### config.mk
export PLATFORM = sky130hd
export DESIGN_NAME = uart_cmd_dispatcher
export DESIGN_NICKNAME = d
export VERILOG_FILES = /design/src/rtl/uart_cmd_dispatcher.sv
export SDC_FILE = /design/constraint.sdc
export NUM_CORES = 1
export LEC_CHECK = 0
export ABC_CLOCK_PERIOD_IN_PS = 6430
export BUFFER_PORTS_ARGS = -buffer_cell sky130_fd_sc_hd__buf_2
export CAP_MARGIN = 10
export CORE_UTILIZATION = 40
export CTS_BUF_LIST = sky130_fd_sc_hd__clkbuf_4
export CTS_CLUSTER_SIZE = 28
export DETAILED_ROUTE_END_ITERATION = 16
export PLACE_DENSITY = 0.62
export SYNTH_ARGS = -nofsm -noshare
export SYNTH_HDL_FRONTEND = slang
export SYNTH_SLANG_ARGS = --single-unit
export TNS_END_PERCENT = 5
### constraint.sdc
create_clock -name Clk -period 6.43 [get_ports Clk]
set_input_delay 1.286 -clock Clk [delete_from_list [all_inputs] [get_ports Clk]]
set_output_delay 1.286 -clock Clk [all_outputs]
set_load 0.005 [all_outputs]
### src/rtl/uart_cmd_dispatcher.sv
// uart_cmd_dispatcher: parses 3-byte command frames (header, cmd, ~cmd) from
// the UART receiver, then drives SysState/Enable to the measurement blocks
// until they report Done. Byte-gap and Done waits are bounded by timers.
module uart_cmd_dispatcher #(
  parameter logic [7:0]  HeaderByte = 8'h55,
  parameter logic [7:0]  CmdMax     = 8'h0F,
  parameter logic [7:0]  IdleState  = 8'h00,
  parameter logic [19:0] GapLimit   = 20'd500000,
  parameter logic [23:0] DoneLimit  = 24'd10000000
) (
  input  logic       Clk,
  input  logic       Rst,
  input  logic       UARTDatReady,
  input  logic [7:0] UARTReceive,
  input  logic       Done,
  output logic [7:0] SysState,
  output logic       Enable,
  output logic       Busy,
  output logic       CmdErr,
  output logic [1:0] ErrCode
);

  typedef enum logic [2:0] {S_IDLE, S_CMD, S_CHK, S_WAIT, S_REL} state_t;

  state_t      state, state_n;
  logic [7:0]  cmd, cmd_n;
  logic [7:0]  sys_n;
  logic        en_n, err_n;
  logic [1:0]  code_n;
  logic [19:0] gap_cnt, gap_n, gap_inc;
  logic [23:0] done_cnt, done_n, done_inc;
  logic        gap_to, done_to, cmd_ok;

  // Saturating increments and limit detection for both timers.
  assign gap_inc  = (gap_cnt == '1) ? gap_cnt : gap_cnt + 20'd1;
  assign done_inc = (done_cnt == '1) ? done_cnt : done_cnt + 24'd1;
  assign gap_to   = (gap_inc >= GapLimit);
  assign done_to  = (done_inc >= DoneLimit);
  assign cmd_ok   = (UARTReceive == ~cmd) && (cmd >= 8'd1) && (cmd <= CmdMax);
  assign Busy     = (state != S_IDLE);

  // State and registered outputs; reset aborts any frame or measurement silently.
  always_ff @(posedge Clk or negedge Rst) begin
    if (!Rst) begin
      state    <= S_IDLE;
      cmd      <= 8'h00;
      SysState <= IdleState;
      Enable   <= 1'b0;
      CmdErr   <= 1'b0;
      ErrCode  <= 2'd0;
      gap_cnt  <= 20'd0;
      done_cnt <= 24'd0;
    end else begin
      state    <= state_n;
      cmd      <= cmd_n;
      SysState <= sys_n;
      Enable   <= en_n;
      CmdErr   <= err_n;
      ErrCode  <= code_n;
      gap_cnt  <= gap_n;
      done_cnt <= done_n;
    end
  end

  // Frame parsing, handshake sequencing and timeout handling.
  always_comb begin
    state_n = state;
    cmd_n   = cmd;
    sys_n   = SysState;
    en_n    = Enable;
    err_n   = 1'b0;
    code_n  = ErrCode;
    gap_n   = gap_cnt;
    done_n  = done_cnt;
    case (state)
      S_IDLE: begin
        if (UARTDatReady && UARTReceive == HeaderByte) begin
          state_n = S_CMD;
          gap_n   = 20'd0;
        end
      end
      S_CMD: begin
        // A byte in the limit cycle wins over the timeout.
        if (UARTDatReady) begin
          cmd_n   = UARTReceive;
          state_n = S_CHK;
          gap_n   = 20'd0;
        end else if (gap_to) begin
          err_n   = 1'b1;
          code_n  = 2'd2;
          state_n = S_IDLE;
          gap_n   = 20'd0;
        end else begin
          gap_n = gap_inc;
        end
      end
      S_CHK: begin
        if (UARTDatReady) begin
          gap_n = 20'd0;
          if (cmd_ok) begin
            sys_n   = cmd;
            en_n    = 1'b1;
            done_n  = 24'd0;
            state_n = S_WAIT;
          end else begin
            err_n   = 1'b1;
            code_n  = 2'd1;
            state_n = S_IDLE;
          end
        end else if (gap_to) begin
          err_n   = 1'b1;
          code_n  = 2'd2;
          state_n = S_IDLE;
          gap_n   = 20'd0;
        end else begin
          gap_n = gap_inc;
        end
      end
      S_WAIT: begin
        // Done in the limit cycle counts as success.
        done_n = done_inc;
        if (Done) begin
          en_n    = 1'b0;
          state_n = S_REL;
        end else if (done_to) begin
          en_n    = 1'b0;
          err_n   = 1'b1;
          code_n  = 2'd3;
          state_n = S_REL;
        end
      end
      S_REL: begin
        en_n = 1'b0;
        if (!Done) begin
          sys_n   = IdleState;
          state_n = S_IDLE;
        end
      end
      default: begin
        state_n = S_IDLE;
        en_n    = 1'b0;
        sys_n   = IdleState;
      end
    endcase
  end

endmodule

; ---- After elaboration in Yosys (flattened, before gate mapping)
; Index checks and enable logic that the tools add are counted.
; Widths: inputs -> output; s select.
[totals]
word_cells = 93
inputBits = 12
output_inout_bits = 13
ff_bits = 67
[classes]
n_bitwise = 3
n_mux = 41
n_reduce_logical = 18
n_addsub = 2
n_lt_le_gt_ge = 4
eq_ne = 17
[ops]
columns = cell, count
row1 = $mux 20, 4
row2 = $mux 24, 3
row3 = $pmux 24 s2, 1
row4 = $pmux 20 s2, 1
row5 = $add 24x1->24 const B, 1
row6 = $eq 24x24->1 const B, 1
row7 = $ge 24x24->1 const B, 1
row8 = $mux 8, 3
row9 = $pmux 8 s3, 1
row10 = $mux 3, 7
row11 = $add 20x1->20 const B, 1
row12 = $eq 20x20->1 const B, 1
row13 = $ge 20x19->1 const B, 1
row14 = $pmux 3 s5, 1
row15 = $mux 2, 7
row16 = $ne 2x2->1 const B, 7
row17 = $mux 1, 10
row18 = $eq 8x7->1 const B, 1
row19 = $eq 8x8->1, 1
row20 = $ge 8x1->1 const B, 1
row21 = $le 8x4->1 const B, 1
row22 = $not 8->8, 1
row23 = $reduce_and 4->1, 2
row24 = $eq 3x2->1 const B, 2
row25 = 15 further kinds, 25

; ---- Depth between registers and ports, before layout
; Gate-level depths: netlist (run 1).
[logic_depth]
depth_word = 7
ltp_mapped = 13
mapped_depth_nobuf = 10

; ---- Worst setup path before layout (run 1)
; Ideal clock, no wire load.
[synth_timing]
path_kind = input-to-reg
startpoint = input UARTReceive[7]
endpoint = register SysState[0]
required_ns = 6.347
arrival_time_ns = 3.233
n_path_buf = 1
setup_ns = 0.083
path_slack_ns = 3.115
cell_stages = 8
path_cell_list = or4b_2 > nor3b_1 > nand4b_1 > or2_2 > a21oi_1 > clkbuf_1 > nand3_1 > o21ai_0
[synth_via]
elab_chain_len = 5
[synth_rtl]
columns = element, line
row1 = "start, declared", 14  ; input logic [7:0] UARTReceive,
row2 = $eq 8x8->1, 39  ; assign cmd_ok = (UARTReceive == ~cmd) && (cmd >= 8'd1) && (cmd <= CmdMax);
row3 = $logic_and 1x1->1 (2 in a row), 39
row4 = $ne 2x2->1 (no line), --
row5 = $reduce_and 4->1 (no line), --
row6 = "end signal, assigned", 47  ; SysState <= IdleState;
row7 = "end signal, assigned", 56  ; SysState <= sys_n;
row8 = "end, declared", 16  ; output logic [7:0] SysState,
; No other way between the ends.
; A chain may end at the register's enable or synchronous reset.

; ---- Worst setup path in the final report (run 1)
[layout_timing]
startpoint = register gap_cnt[11]
endpoint = register gap_cnt[18]
[layout_via]
elab_chain_len = 6
elab_cells_between_ends = 7
classes_between = add/sub: 1 / order compare: 1 / eq/ne: 1 / mux: 4
[layout_rtl]
columns = element, line
row1 = "start, declared", 30  ; logic [19:0] gap_cnt, gap_n, gap_inc;
row2 = "start signal, assigned", 60  ; gap_cnt <= gap_n;
row3 = $add 20x1->20 / $eq 20x20->1 (equally long branches), 35  ; assign gap_inc = (gap_cnt == '1) ? gap_cnt : gap_cnt + 20'd1;
row4 = $mux 20 (*), 35
row5 = $ge 20x19->1, 37  ; assign gap_to = (gap_inc >= GapLimit);
row6 = $mux 20 (*), "88, 110"
row7 = $mux 20 (*), 84  ; if (UARTDatReady) begin
row8 = $pmux 20 s2 (*), 75  ; case (state)
; Mark *: on every way between the ends. The rest lies on a longest branch, timed or not.

==> run_summary.xml, run 1 <==
<?xml version="1.0" encoding="UTF-8"?>
<metrics>
  <group name="floorplanning">
    <metric name="die_width" unit="um">105</metric>
    <metric name="initial_utilization" unit="">0.410</metric>
    <metric name="fp.coreArea" unit="um^2">10300</metric>
    <metric name="design.portCount" unit="">25</metric>
    <metric name="dieArea" unit="um^2">11000</metric>
    <metric name="die_height" unit="um">105</metric>
    <metric name="row_count" unit="">37</metric>
  </group>
  <group name="worst_setup_path">
    <metric name="critPathSlowestCell" unit="">nor3_4</metric>
    <metric name="crit_family" unit="">compound AO/OA/AOI/OAI gates</metric>
    <metric name="crit_path_max_incr_delay" unit="ps">840</metric>
    <metric name="critical_path_cell_by_cell" unit="">nand4_2 -&gt; or3_1 -&gt; o21ai_1 -&gt; a41oi_1 -&gt; o32a_1 -&gt; o311a_4 -&gt; nor3_4 -&gt; o31a_1 -&gt; o22a_1</metric>
    <metric name="critical_path_peak_fanout" unit="">29</metric>
    <metric name="critical_path.n_buffers_inverters" unit="">0</metric>
    <metric name="reg2reg_slack" unit="ps">2700</metric>
    <metric name="startpoint" unit="">gap_cnt[11]$_DFFE_PN0P_</metric>
    <metric name="timing.critical_path.to_type" unit="">flop</metric>
    <metric name="required_time_of_the_critical_path" unit="ps">6780</metric>
    <metric name="setup.worst_path.class" unit="">reg2reg</metric>
    <metric name="cp-start-kind" unit="">flop</metric>
    <metric name="rr_worst_depth" unit="">9</metric>
    <metric name="regToRegEndpoint" unit="">gap_cnt[18]$_DFFE_PN0P_</metric>
    <metric name="worstPathArrival" unit="ps">4080</metric>
    <metric name="reg2reg_from" unit="">gap_cnt[11]$_DFFE_PN0P_</metric>
  </group>
  <group name="power">
    <metric name="cell_internal_pwr" unit="uW">883</metric>
    <metric name="sequential_power_share" unit="">0.468</metric>
    <metric name="power.static_leakage" unit="nW">1.85</metric>
    <metric name="fin_total_pwr" unit="mW">1.50</metric>
    <metric name="p_switching" unit="uW">614</metric>
    <metric name="netSwitchingFraction" unit="">0.410</metric>
    <metric name="power_density" unit="nW/um^2">330</metric>
    <metric name="clockPowerShare" unit="">0.190</metric>
    <metric name="max-vdd-ir-drop" unit="mV">0.252</metric>
    <metric name="combPwrFrac" unit="">0.342</metric>
  </group>
  <group name="routing">
    <metric name="wire_per_inst" unit="um">14.9</metric>
    <metric name="drc_errors" unit="">0</metric>
    <metric name="drt_wl_total" unit="um">9700</metric>
    <metric name="drt_first_iter_violations" unit="">204</metric>
    <metric name="antenna_left" unit="">0</metric>
    <metric name="detail_route.vias_per_cell" unit="">5.87</metric>
    <metric name="first_pass_iters" unit="">5</metric>
    <metric name="detailroute.via_count" unit="">3818</metric>
  </group>
  <group name="sta">
    <metric name="fin_crit" unit="ps">3730</metric>
    <metric name="hold_viol_final" unit="">0</metric>
    <metric name="rel_slew_slack" unit="">0.314</metric>
    <metric name="fmaxAchievable" unit="MHz">268</metric>
    <metric name="slew_violations" unit="">0</metric>
    <metric name="grt_setup_unrepaired" unit="">no</metric>
    <metric name="post_route_fraction_of_the_period_consumed_by_the_critical_path" unit="">0.580</metric>
    <metric name="tightest_slew" unit="ps">1030</metric>
    <metric name="clock_skew" unit="ps">18.5</metric>
    <metric name="setup-violations-final" unit="">0</metric>
    <metric name="totalNegativeSetupSlack" unit="ps">0</metric>
  </group>
  <group name="synthesis">
    <metric name="synthesis.area_per_instance" unit="um^2">8.49</metric>
    <metric name="synth-edff-count" unit="">0</metric>
    <metric name="post_synth_most_frequent_cells" unit="">dfrtp_1 (67), nand3_1 (43), nand2_1 (42)</metric>
    <metric name="syn-num-nets" unit="">511</metric>
    <metric name="synthDistinctLibCells" unit="">66</metric>
    <metric name="synthDominantAreaCellType" unit="">dfrtp_1</metric>
    <metric name="syn-instance-count" unit="">497</metric>
    <metric name="netlist_top_cells_area" unit="">dfrtp_1 (40%), nand3_1 (5.1%), o21ai_0 (4.7%)</metric>
    <metric name="netlist_area" unit="um^2">4220</metric>
    <metric name="ys_seq_area_frac" unit="">0.398</metric>
    <metric name="most_frequently_used_cell_type_in_the_post_synthesis_netlist" unit="">dfrtp_1</metric>
    <metric name="synth.top_cell.area_share" unit="">0.398</metric>
    <metric name="postSynthRegisterBits" unit="">67</metric>
    <metric name="async_flop_share" unit="">1.00</metric>
    <metric name="synth-main-ff-cell" unit="">dfrtp_1</metric>
    <metric name="synth-warning-count" unit="">0</metric>
  </group>
  <group name="grt">
    <metric name="grt_overflow_total" unit="">0</metric>
    <metric name="vias_in_the_first_global_route" unit="">3521</metric>
    <metric name="first_pass_grt_wire_length" unit="um">16800</metric>
    <metric name="overall_fraction_of_global_route_tracks_in_use" unit="">0.189</metric>
    <metric name="antenna_found_initial" unit="">1</metric>
    <metric name="grt_max_degree" unit="">68</metric>
  </group>
  <group name="clocking">
    <metric name="number_of_post_cts_setup_repair_buffers" unit="">0</metric>
    <metric name="clock_sink_count" unit="">67</metric>
    <metric name="cts_tree" unit="">built</metric>
    <metric name="max-clock-path-buffers" unit="">2</metric>
    <metric name="post_cts_resized" unit="">0</metric>
    <metric name="cts_made_buffers" unit="">9</metric>
    <metric name="insertion_delay" unit="ps">420</metric>
    <metric name="htree_num_levels" unit="">3</metric>
    <metric name="cts_hold_buffers" unit="">0</metric>
    <metric name="clk_root_buffer_cell" unit="">clkbuf_4</metric>
    <metric name="cts.clk_slew.worst_paths" unit="ps">120</metric>
  </group>
  <group name="place">
    <metric name="dp_hpwl" unit="um">6740</metric>
    <metric name="port-buffer-count" unit="">24</metric>
    <metric name="post_dp_cell_area" unit="um^2">4400</metric>
    <metric name="globalplace.congestion" unit="">0.807</metric>
  </group>
  <group name="cells_and_area">
    <metric name="finalInstanceArea" unit="um^2">4540</metric>
    <metric name="share_of_post_route_cells_with_drive_strength_above_1" unit="">0.115</metric>
    <metric name="syn2layout_area_growth" unit="%">7.62</metric>
    <metric name="finish.net_count" unit="">522</metric>
  </group>
  <group name="min_path">
    <metric name="worstHoldPathCells" unit="">1</metric>
    <metric name="worstHoldPathType" unit="">reg2reg</metric>
    <metric name="holdCritStartpoint" unit="">SysState[4]$_DFFE_PN0P_</metric>
    <metric name="whs_endpoint" unit="">SysState[4]$_DFFE_PN0P_</metric>
  </group>
  <group name="outcome">
    <metric name="outcome" unit="">completed</metric>
  </group>
  <group name="flow_run">
    <metric name="max_cap_violations" unit="">0</metric>
  </group>
</metrics>
layer usage:
| layer | vias up | part of all wire | global-route usage |
|---|---|---|---|
| li1 | 1878 | - | - |
| met1 | 1863 | 0.49 | 0.263 |
| met2 | 68 | 0.46 | 0.289 |
| met3 | 9 | 0.033 | 0.0362 |
| met4 | 0 | 0.012 | 0.0704 |
| met5 | - | 0 | 0 |
power by group through the flow:
stage,Clock [mW],Sequential [mW],Combinational (mW)
after floorplan,0,0.642,0.441
after global placement,0,0.702,0.498
after detailed placement,0,0.706,0.514
after CTS,0.293,0.699,0.517
after global routing,0.310,0.724,0.580
final,0.284,0.700,0.513
worst reg2reg max path, stage by stage, from the launching register on:
cell and delay, ps:
dfrtp_1 570, nand4_2 170, or3_1 520, o21ai_1 220, a41oi_1 140, o32a_1 390
o311a_4 430, nor3_4 840, o31a_1 260, o22a_1 120
how the worst max path moves through the flow:
stage                     cells past startpoint  slack (ps)                 endpoint
after floorplan                               8        3110  SysState[0]$_DFFE_PN0P_
after detailed placement                      8        2580  SysState[0]$_DFFE_PN0P_
final                                         9        2700  gap_cnt[18]$_DFFE_PN0P_
after global routing                          9        2510  gap_cnt[18]$_DFFE_PN0P_
after global placement                        8        2730  SysState[0]$_DFFE_PN0P_
after CTS                                     9        2730  gap_cnt[18]$_DFFE_PN0P_
cell families (layout without fill, tap and decap cells):
group / after synthesis / count (layout) / share of synthesized area
AO/OA/AOI/OAI: 137 / 137 / 0.209
XOR/XNOR: 10 / 10 / 0.0208
adder cells (fa/ha/maj): 2 / 2 / 0.00593
buffers and inverters: 43 / 59 / 0.0451
flip-flops: 67 / 67 / 0.398
multiplexers: 17 / 17 / 0.0436
other: 0 / 1 / 0
AND/OR/NAND/NOR: 221 / 221 / 0.278
layout by cell type, fill, tap and decap left out, drive strengths merged, types with 14 or more instances in the layout:
master and n:
dfrtp 67, o21ai 48, nand3 43, nand2 42, nor2 41, a21oi 27
buf 27, inv 15, nand4 15, nor3 14
cell type report:
type                       count  area (um^2)
tap                          136          170
clock buffer                  11         82.6
sequential                    67         1680
timing repair buffer          27          143
multi-input combinational    387         2350
antenna                        1         2.50
clock inverter                 5         53.8
fill                        1025         5740
inverter                      16         60.1
registers in the layout, indices dropped and copies added (netlist names):
name and count:
CmdErr 1, Enable 1, ErrCode 2, SysState 8
cmd 8, done_cnt 24, gap_cnt 20, state 3
per-stage QoR:
step	worst slack (ps)	cells	hold WS, ps	util
5_1_grt	2510	650	535	0.442
3_5_place_dp	2580	633	484	0.428
3_3_place_gp	2730	633	480	0.428
6_report	2700	650	511	0.442
2_1_floorplan	3110	497	473	-
4_1_cts	2730	649	518	0.441
Power figures use the tool's default switching activity.
==> run 2: changes to the inputs <==
- ABC_CLOCK_PERIOD_IN_PS: 6430 -> 3370
- PLACE_DENSITY: 0.62 -> 0.64
- clock period: 6.43 -> 3.37 ns (I/O delays scaled with it)
==> run 2 against run 1 <==
  * Clock skew fell by 2.2 ps
  * Final area rose by 2.1%
  * Final cell count rose by 2.0%
  * Wire length rose by 2.7%
  * Non-clock buffer count rose by 14
  * Global-route usage rose by 0.51 points
  * Via count fell by 0.76%
  * Critical endpoint is now Enable$_DFFE_PN0P_
  * Largest cell class unchanged
  * Largest power group unchanged
==> run_summary.xml, run 2 (synthesis results as in run 1) <==
<?xml version="1.0" encoding="UTF-8"?>
<metrics>
  <group name="outcome">
    <metric name="outcome" unit="">completed</metric>
  </group>
  <group name="grt">
    <metric name="antenna_found_initial" unit="">0</metric>
    <metric name="first_pass_grt_wire_length" unit="um">17100</metric>
    <metric name="vias_in_the_first_global_route" unit="">3484</metric>
    <metric name="grt_overflow_total" unit="">0</metric>
    <metric name="grt_max_degree" unit="">68</metric>
    <metric name="overall_fraction_of_global_route_tracks_in_use" unit="">0.194</metric>
  </group>
  <group name="floorplanning">
    <metric name="fp.coreArea" unit="um^2">10300</metric>
    <metric name="die_height" unit="um">105</metric>
    <metric name="row_count" unit="">37</metric>
    <metric name="dieArea" unit="um^2">11000</metric>
    <metric name="initial_utilization" unit="">0.410</metric>
    <metric name="design.portCount" unit="">25</metric>
    <metric name="die_width" unit="um">105</metric>
  </group>
  <group name="clocking">
    <metric name="max-clock-path-buffers" unit="">2</metric>
    <metric name="number_of_post_cts_setup_repair_buffers" unit="">0</metric>
    <metric name="cts_made_buffers" unit="">9</metric>
    <metric name="cts_tree" unit="">built</metric>
    <metric name="clk_root_buffer_cell" unit="">clkbuf_4</metric>
    <metric name="cts.clk_slew.worst_paths" unit="ps">110</metric>
    <metric name="insertion_delay" unit="ps">430</metric>
    <metric name="clock_sink_count" unit="">67</metric>
    <metric name="cts_hold_buffers" unit="">0</metric>
    <metric name="htree_num_levels" unit="">3</metric>
  </group>
  <group name="worst_setup_path">
    <metric name="required_time_of_the_critical_path" unit="ps">3740</metric>
    <metric name="rr_worst_depth" unit="">10</metric>
    <metric name="setup.worst_path.class" unit="">reg2reg</metric>
    <metric name="cp-endpoint" unit="">Enable$_DFFE_PN0P_</metric>
    <metric name="cp_num_cells" unit="">10</metric>
    <metric name="critical_path_cell_by_cell" unit="">ha_1 -&gt; and2_1 -&gt; nand4_1 -&gt; o31a_1 -&gt; nand3_1 -&gt; mux2_1 -&gt; a222oi_1 -&gt; nand2_1 -&gt; nor3_2 -&gt; a21o_1</metric>
    <metric name="worstPathArrival" unit="ps">3460</metric>
    <metric name="cp-start-kind" unit="">flop</metric>
    <metric name="startpoint" unit="">done_cnt[0]$_DFFE_PN0P_</metric>
    <metric name="critical_path_peak_fanout" unit="">6</metric>
    <metric name="crit_path_max_incr_delay" unit="ps">460</metric>
    <metric name="regToRegEndpoint" unit="">Enable$_DFFE_PN0P_</metric>
    <metric name="critPathSlowestCell" unit="">dfrtp_1</metric>
    <metric name="reg2reg_slack" unit="ps">280</metric>
    <metric name="reg2reg_from" unit="">done_cnt[0]$_DFFE_PN0P_</metric>
    <metric name="timing.critical_path.to_type" unit="">flop</metric>
    <metric name="crit_family" unit="">simple AND/OR/NAND/NOR gates</metric>
    <metric name="critical_path.n_buffers_inverters" unit="">0</metric>
  </group>
  <group name="cells_and_area">
    <metric name="max_flop_register" unit="">done_cnt</metric>
    <metric name="finish.net_count" unit="">536</metric>
    <metric name="largest_reg_flops" unit="">24</metric>
    <metric name="share_of_post_route_cells_with_drive_strength_above_1" unit="">0.140</metric>
    <metric name="insertedDiodeCount" unit="">0</metric>
    <metric name="multiInputGateArea" unit="um^2">2360</metric>
    <metric name="ff_latch_area" unit="um^2">1680</metric>
    <metric name="layout_common_cells" unit="">dfrtp_1 (67), nand3_1 (43), nand2_1 (42)</metric>
    <metric name="fillers" unit="">1023</metric>
    <metric name="layout.cells.most_common" unit="">dfrtp_1</metric>
    <metric name="reg_top3" unit="">done_cnt x24, gap_cnt x20</metric>
    <metric name="finalInstanceArea" unit="um^2">4640</metric>
    <metric name="syn2layout_area_growth" unit="%">9.91</metric>
  </group>
  <group name="min_path">
    <metric name="worstHoldPathType" unit="">in2async</metric>
  </group>
  <group name="sta">
    <metric name="clock_skew" unit="ps">16.3</metric>
    <metric name="fin_crit" unit="ps">3090</metric>
    <metric name="hold_viol_final" unit="">0</metric>
    <metric name="fmaxAchievable" unit="MHz">324</metric>
    <metric name="post_route_fraction_of_the_period_consumed_by_the_critical_path" unit="">0.917</metric>
    <metric name="grt_setup_unrepaired" unit="">no</metric>
    <metric name="totalNegativeSetupSlack" unit="ps">0</metric>
    <metric name="rel_slew_slack" unit="">0.419</metric>
    <metric name="slew_violations" unit="">0</metric>
    <metric name="tightest_slew" unit="ps">871</metric>
    <metric name="setup-violations-final" unit="">0</metric>
  </group>
  <group name="routing">
    <metric name="drt_wl_total" unit="um">9960</metric>
    <metric name="detailroute.via_count" unit="">3789</metric>
    <metric name="drt_first_iter_violations" unit="">322</metric>
    <metric name="drc_errors" unit="">0</metric>
    <metric name="wire_per_inst" unit="um">15.0</metric>
    <metric name="first_pass_iters" unit="">5</metric>
    <metric name="detail_route.vias_per_cell" unit="">5.71</metric>
    <metric name="antenna_left" unit="">0</metric>
  </group>
  <group name="place">
    <metric name="post_dp_cell_area" unit="um^2">4520</metric>
    <metric name="dp_hpwl" unit="um">6880</metric>
    <metric name="port-buffer-count" unit="">24</metric>
    <metric name="globalplace.congestion" unit="">0.869</metric>
  </group>
  <group name="power">
    <metric name="max-vdd-ir-drop" unit="mV">0.338</metric>
    <metric name="power_density" unit="nW/um^2">609</metric>
    <metric name="power.static_leakage" unit="nW">1.92</metric>
  </group>
  <group name="flow_run">
    <metric name="max_cap_violations" unit="">0</metric>
  </group>
</metrics>
## run 2: power breakdown
| group | leakage, nW | total, mW | switching [mW] | internal [mW] |
|---|---|---|---|---|
| sequential | 0.847 | 1.31 | 0.281 | 1.03 |
| combinational | 1.01 | 1.06 | 0.599 | 0.457 |
| clock | 0.0573 | 0.453 | 0.301 | 0.152 |
## run 2: worst min path at each step
stage / cells past startpoint / startpoint / to / slack, ps
final: 2 / Rst / done_cnt[17]$_DFFE_PN0P_ / 430
after global routing: 2 / UARTReceive[4] / cmd[4]$_DFFE_PN0P_ / 480
after CTS: 2 / Rst / gap_cnt[10]$_DFFE_PN0P_ / 470
after detailed placement: 1 / SysState[5]$_DFFE_PN0P_ / SysState[5]$_DFFE_PN0P_ / 490
after global placement: 1 / SysState[7]$_DFFE_PN0P_ / SysState[7]$_DFFE_PN0P_ / 480
after floorplan: 0 / Rst / CmdErr$_DFF_PN0_ / 380
## run 2: timing repair
| item | 4_1_cts | 5_1_grt |
|---|---|---|
| endpoints found under the setup margin | 0 | 4 |
| hold endpoints to repair | 0 | 0 |
| gates resized for setup | 0 | 2 |
## run 2: final cells by class
cell class                 count  area share
sequential                    67       0.362
timing repair buffer          41      0.0561
multi-input combinational    387       0.509
inverter                      16      0.0130
clock buffer                  10      0.0162
tap                          136      0.0367
clock inverter                 6     0.00702
## run 2: stage by stage
stage	instances	setup slack, ps	util	hold slack [ps]	power (mW)
5_1_grt	663	6.74	0.451	476	3.07
3_3_place_gp	647	310	0.440	480	2.34
3_5_place_dp	647	202	0.440	487	2.38
4_1_cts	663	131	0.450	467	2.85
6_report	663	281	0.451	431	2.82
2_1_floorplan	497	450	-	378	2.07
## run 2: layer usage
layer | share of wire | up-vias | wire length, um | global-route usage
met2 | 0.46 | 85 | 4570 | 0.296
met1 | 0.49 | 1796 | 4830 | 0.276
met5 | 0 | - | 0 | 0
met4 | 0.013 | 0 | 133 | 0.0594
li1 | - | 1897 | - | -
met3 | 0.042 | 11 | 417 | 0.0393
==> run 3: changes to the inputs <==
- ABC_AREA: not set -> 1
- BUFFER_PORTS_ARGS: -buffer_cell sky130_fd_sc_hd__buf_2 -> not set
- DONT_BUFFER_PORTS: not set -> 1
- PLACE_DENSITY: 0.64 -> 0.62
==> run 3 against run 2 <==
  * Maximum frequency up 6.3%
  * Register-to-register slack improved by 180 ps
  * Final area is 1.0% higher
  * Non-clock buffer count shrank 36
  * Sequential share of layout area down 0.36 points
  * Critical path depth rose by 5
  * Count of clock-buffer cells in the layout down 1
  * Setup slack better by 180 ps
  * Clock skew grew 1.1 ps
  * Power is 7.5% higher
  * Critical endpoint is now state[0]$_DFFE_PN0P_
  * Highest routed layer unchanged
==> run_summary.xml, run 3 <==
<?xml version="1.0" encoding="UTF-8"?>
<metrics>
  <group name="cells_and_area">
    <metric name="max_flop_register" unit="">done_cnt</metric>
    <metric name="post_layout_nonfiller_instances" unit="">792</metric>
    <metric name="reg_top3" unit="">done_cnt x24, gap_cnt x20</metric>
    <metric name="largest_reg_flops" unit="">24</metric>
    <metric name="layout.cells.most_common" unit="">nand2_1</metric>
    <metric name="layout_common_cells" unit="">nand2_1 (215), nor2_1 (79), dfrtp_1 (67)</metric>
    <metric name="insertedDiodeCount" unit="">0</metric>
    <metric name="finish.net_count" unit="">665</metric>
    <metric name="syn2layout_area_growth" unit="%">7.31</metric>
    <metric name="finalInstanceArea" unit="um^2">4680</metric>
    <metric name="share_of_post_route_cells_with_drive_strength_above_1" unit="">0.0777</metric>
    <metric name="finish.utilization" unit="">0.448</metric>
  </group>
  <group name="clocking">
    <metric name="cts_made_buffers" unit="">9</metric>
    <metric name="insertion_delay" unit="ps">450</metric>
    <metric name="cts_hold_buffers" unit="">1</metric>
    <metric name="htree_num_levels" unit="">3</metric>
    <metric name="max-clock-path-buffers" unit="">2</metric>
    <metric name="cts.clk_slew.worst_paths" unit="ps">140</metric>
    <metric name="cts_tree" unit="">built</metric>
    <metric name="number_of_post_cts_setup_repair_buffers" unit="">0</metric>
    <metric name="post_cts_resized" unit="">0</metric>
    <metric name="clk_root_buffer_cell" unit="">clkbuf_4</metric>
    <metric name="clock_sink_count" unit="">67</metric>
  </group>
  <group name="floorplanning">
    <metric name="initial_utilization" unit="">0.417</metric>
    <metric name="die_width" unit="um">106</metric>
    <metric name="design.portCount" unit="">25</metric>
    <metric name="dieArea" unit="um^2">11300</metric>
    <metric name="die_height" unit="um">106</metric>
    <metric name="row_count" unit="">37</metric>
    <metric name="fp.coreArea" unit="um^2">10500</metric>
  </group>
  <group name="place">
    <metric name="post_dp_cell_area" unit="um^2">4500</metric>
    <metric name="place_inst" unit="">775</metric>
    <metric name="port-buffer-count" unit="">0</metric>
    <metric name="placement.setup.worst_slack" unit="ps">534</metric>
    <metric name="dp_hpwl" unit="um">8480</metric>
    <metric name="globalplace.congestion" unit="">0.921</metric>
  </group>
  <group name="grt">
    <metric name="grt_overflow_total" unit="">0</metric>
    <metric name="first_pass_grt_wire_length" unit="um">19300</metric>
    <metric name="vias_in_the_first_global_route" unit="">3972</metric>
    <metric name="overall_fraction_of_global_route_tracks_in_use" unit="">0.219</metric>
    <metric name="antenna_found_initial" unit="">0</metric>
    <metric name="grt_max_degree" unit="">68</metric>
  </group>
  <group name="sta">
    <metric name="clock_skew" unit="ps">17.4</metric>
    <metric name="slew_violations" unit="">0</metric>
    <metric name="post_route_fraction_of_the_period_consumed_by_the_critical_path" unit="">0.862</metric>
    <metric name="final.setup.worst_slack" unit="ps">464</metric>
    <metric name="tightest_slew" unit="ps">658</metric>
    <metric name="grt_setup_unrepaired" unit="">no</metric>
    <metric name="fin_crit" unit="ps">2910</metric>
    <metric name="hold_viol_final" unit="">0</metric>
    <metric name="totalNegativeSetupSlack" unit="ps">0</metric>
    <metric name="post_route_hold_slack" unit="ps">95.1</metric>
    <metric name="rel_slew_slack" unit="">0.561</metric>
    <metric name="fmaxAchievable" unit="MHz">344</metric>
    <metric name="setup-violations-final" unit="">0</metric>
  </group>
  <group name="routing">
    <metric name="drt_first_iter_violations" unit="">268</metric>
    <metric name="detailroute.via_count" unit="">4159</metric>
    <metric name="drt_wl_total" unit="um">11400</metric>
    <metric name="first_pass_iters" unit="">5</metric>
    <metric name="wire_per_inst" unit="um">14.4</metric>
    <metric name="antenna_left" unit="">0</metric>
    <metric name="drc_errors" unit="">0</metric>
    <metric name="detail_route.vias_per_cell" unit="">5.25</metric>
  </group>
  <group name="synthesis">
    <metric name="syn-instance-count" unit="">646</metric>
    <metric name="netlist_area" unit="um^2">4360</metric>
    <metric name="synthDistinctLibCells" unit="">35</metric>
    <metric name="postSynthRegisterBits" unit="">67</metric>
    <metric name="synth.top_cell.area_share" unit="">0.384</metric>
    <metric name="synthesis.area_per_instance" unit="um^2">6.75</metric>
    <metric name="netlist_top_cells_area" unit="">dfrtp_1 (38%), nand2_1 (18%), nor2_1 (6.8%)</metric>
    <metric name="async_flop_share" unit="">1.00</metric>
    <metric name="post_synth_most_frequent_cells" unit="">nand2_1 (215), nor2_1 (79), dfrtp_1 (67)</metric>
    <metric name="synth-warning-count" unit="">0</metric>
    <metric name="ys_seq_area_frac" unit="">0.384</metric>
    <metric name="synth-edff-count" unit="">0</metric>
    <metric name="syn-num-nets" unit="">660</metric>
    <metric name="most_frequently_used_cell_type_in_the_post_synthesis_netlist" unit="">nand2_1</metric>
    <metric name="synthDominantAreaCellType" unit="">dfrtp_1</metric>
    <metric name="synth-main-ff-cell" unit="">dfrtp_1</metric>
  </group>
  <group name="worst_setup_path">
    <metric name="critPathSlowestCell" unit="">dfrtp_1</metric>
    <metric name="setup.worst_path.class" unit="">reg2reg</metric>
    <metric name="required_time_of_the_critical_path" unit="ps">3760</metric>
    <metric name="timing.critical_path.to_type" unit="">flop</metric>
    <metric name="critical_path_cell_by_cell" unit="">ha_1 -&gt; nand3_1 -&gt; inv_1 -&gt; nand2_1 -&gt; nor2_1 -&gt; nand2_1 -&gt; inv_1 -&gt; a21oi_1 -&gt; nor2_1 -&gt; nand3_1 -&gt; nand3_1 -&gt; nand2_1 -&gt; inv_1 -&gt; nand2_1 -&gt; nand2_1</metric>
    <metric name="worstPathArrival" unit="ps">3300</metric>
    <metric name="cpMostUsedCell" unit="">nand2_1</metric>
    <metric name="critical_path_peak_fanout" unit="">17</metric>
    <metric name="cp-start-kind" unit="">flop</metric>
    <metric name="crit_path_max_incr_delay" unit="ps">460</metric>
  </group>
  <group name="power">
    <metric name="power.static_leakage" unit="nW">2.19</metric>
    <metric name="fin_total_pwr" unit="mW">3.03</metric>
    <metric name="power_density" unit="nW/um^2">648</metric>
    <metric name="max-vdd-ir-drop" unit="mV">0.381</metric>
  </group>
  <group name="outcome">
    <metric name="outcome" unit="">completed</metric>
  </group>
  <group name="flow_run">
    <metric name="max_cap_violations" unit="">0</metric>
  </group>
  <group name="min_path">
    <metric name="worstHoldPathType" unit="">in2async</metric>
  </group>
</metrics>
run 3: cell types whose count changed in the layout (fill, tap and decap cells not counted), moves of 7 or more:
cell	previous run	this run
o21ai_0	40	31
and3_1	10	0
nand2_2	0	7
and2_1	11	1
nand2_1	42	215
nor2_1	41	79
buf_2	24	0
inv_1	15	66
nor2b_1	11	0
and4_1	8	0
a21oi_1	27	11
nand3_1	43	56
o31ai_1	9	0
buf_4	16	4
run 3: cell type report:
class / count / area, um^2
inverters: 71 / 267
flip-flops and latches: 67 / 1680
multi-input cells: 497 / 2360
well taps: 136 / 170
repair buffers: 5 / 57.6
clock buffers: 9 / 67.6
fillers: 1125 / 5780
clock inverters: 7 / 83.8
run 3: kinds of logic (layout without fill, tap and decap cells):
logic type,count (synthesis),in the layout,synth area share
buffers and inverters,82,92,0.0748
and+or+nand+nor,407,407,0.408
DFF,67,67,0.384
adders and majority gates,2,2,0.00573
AOI/OAI and AO/OA,69,69,0.0852
xor gates and xnor gates,11,11,0.0221
muxes,8,8,0.0195
run 3: power breakdown:
group | total [mW] | switching (mW) | leakage (nW) | internal, mW
Clock | 0.594 | 0.356 | 0.0790 | 0.238
Sequential | 1.31 | 0.265 | 0.860 | 1.04
Combinational | 1.13 | 0.751 | 1.25 | 0.382
run 3: path summary, 6_finish.rpt:
path | cells after the start | to | startpoint | slack (ps)
min | 1 | done_cnt[14]$_DFFE_PN0P_ | Rst | 100
max reg2reg | 15 | state[0]$_DFFE_PN0P_ | done_cnt[0]$_DFFE_PN0P_ | 460
min in group Clk | 1 | cmd[3]$_DFFE_PN0P_ | UARTReceive[3] | 360
max | 15 | state[0]$_DFFE_PN0P_ | done_cnt[0]$_DFFE_PN0P_ | 460
min reg2reg | 2 | cmd[6]$_DFFE_PN0P_ | cmd[6]$_DFFE_PN0P_ | 510
max in group asynchronous | 1 | done_cnt[1]$_DFFE_PN0P_ | Rst | 3000
run 3: layer usage:
layer	GRT usage	vias up	share of wire
met5	0	-	0
met4	0.0871	0	0.028
met3	0.0472	25	0.048
met2	0.347	98	0.45
met1	0.290	1925	0.47
li1	-	2111	-
run 3: worst max-delay path, delay by kind of cell, from the launching register on:
kind	cells	cell delay (ps)
AO/OA/AOI/OAI	1	90
adder cells (fa/ha/maj)	1	310
buffers and inverters	3	580
flip-flops	1	460
AND/OR/NAND/NOR	10	1400
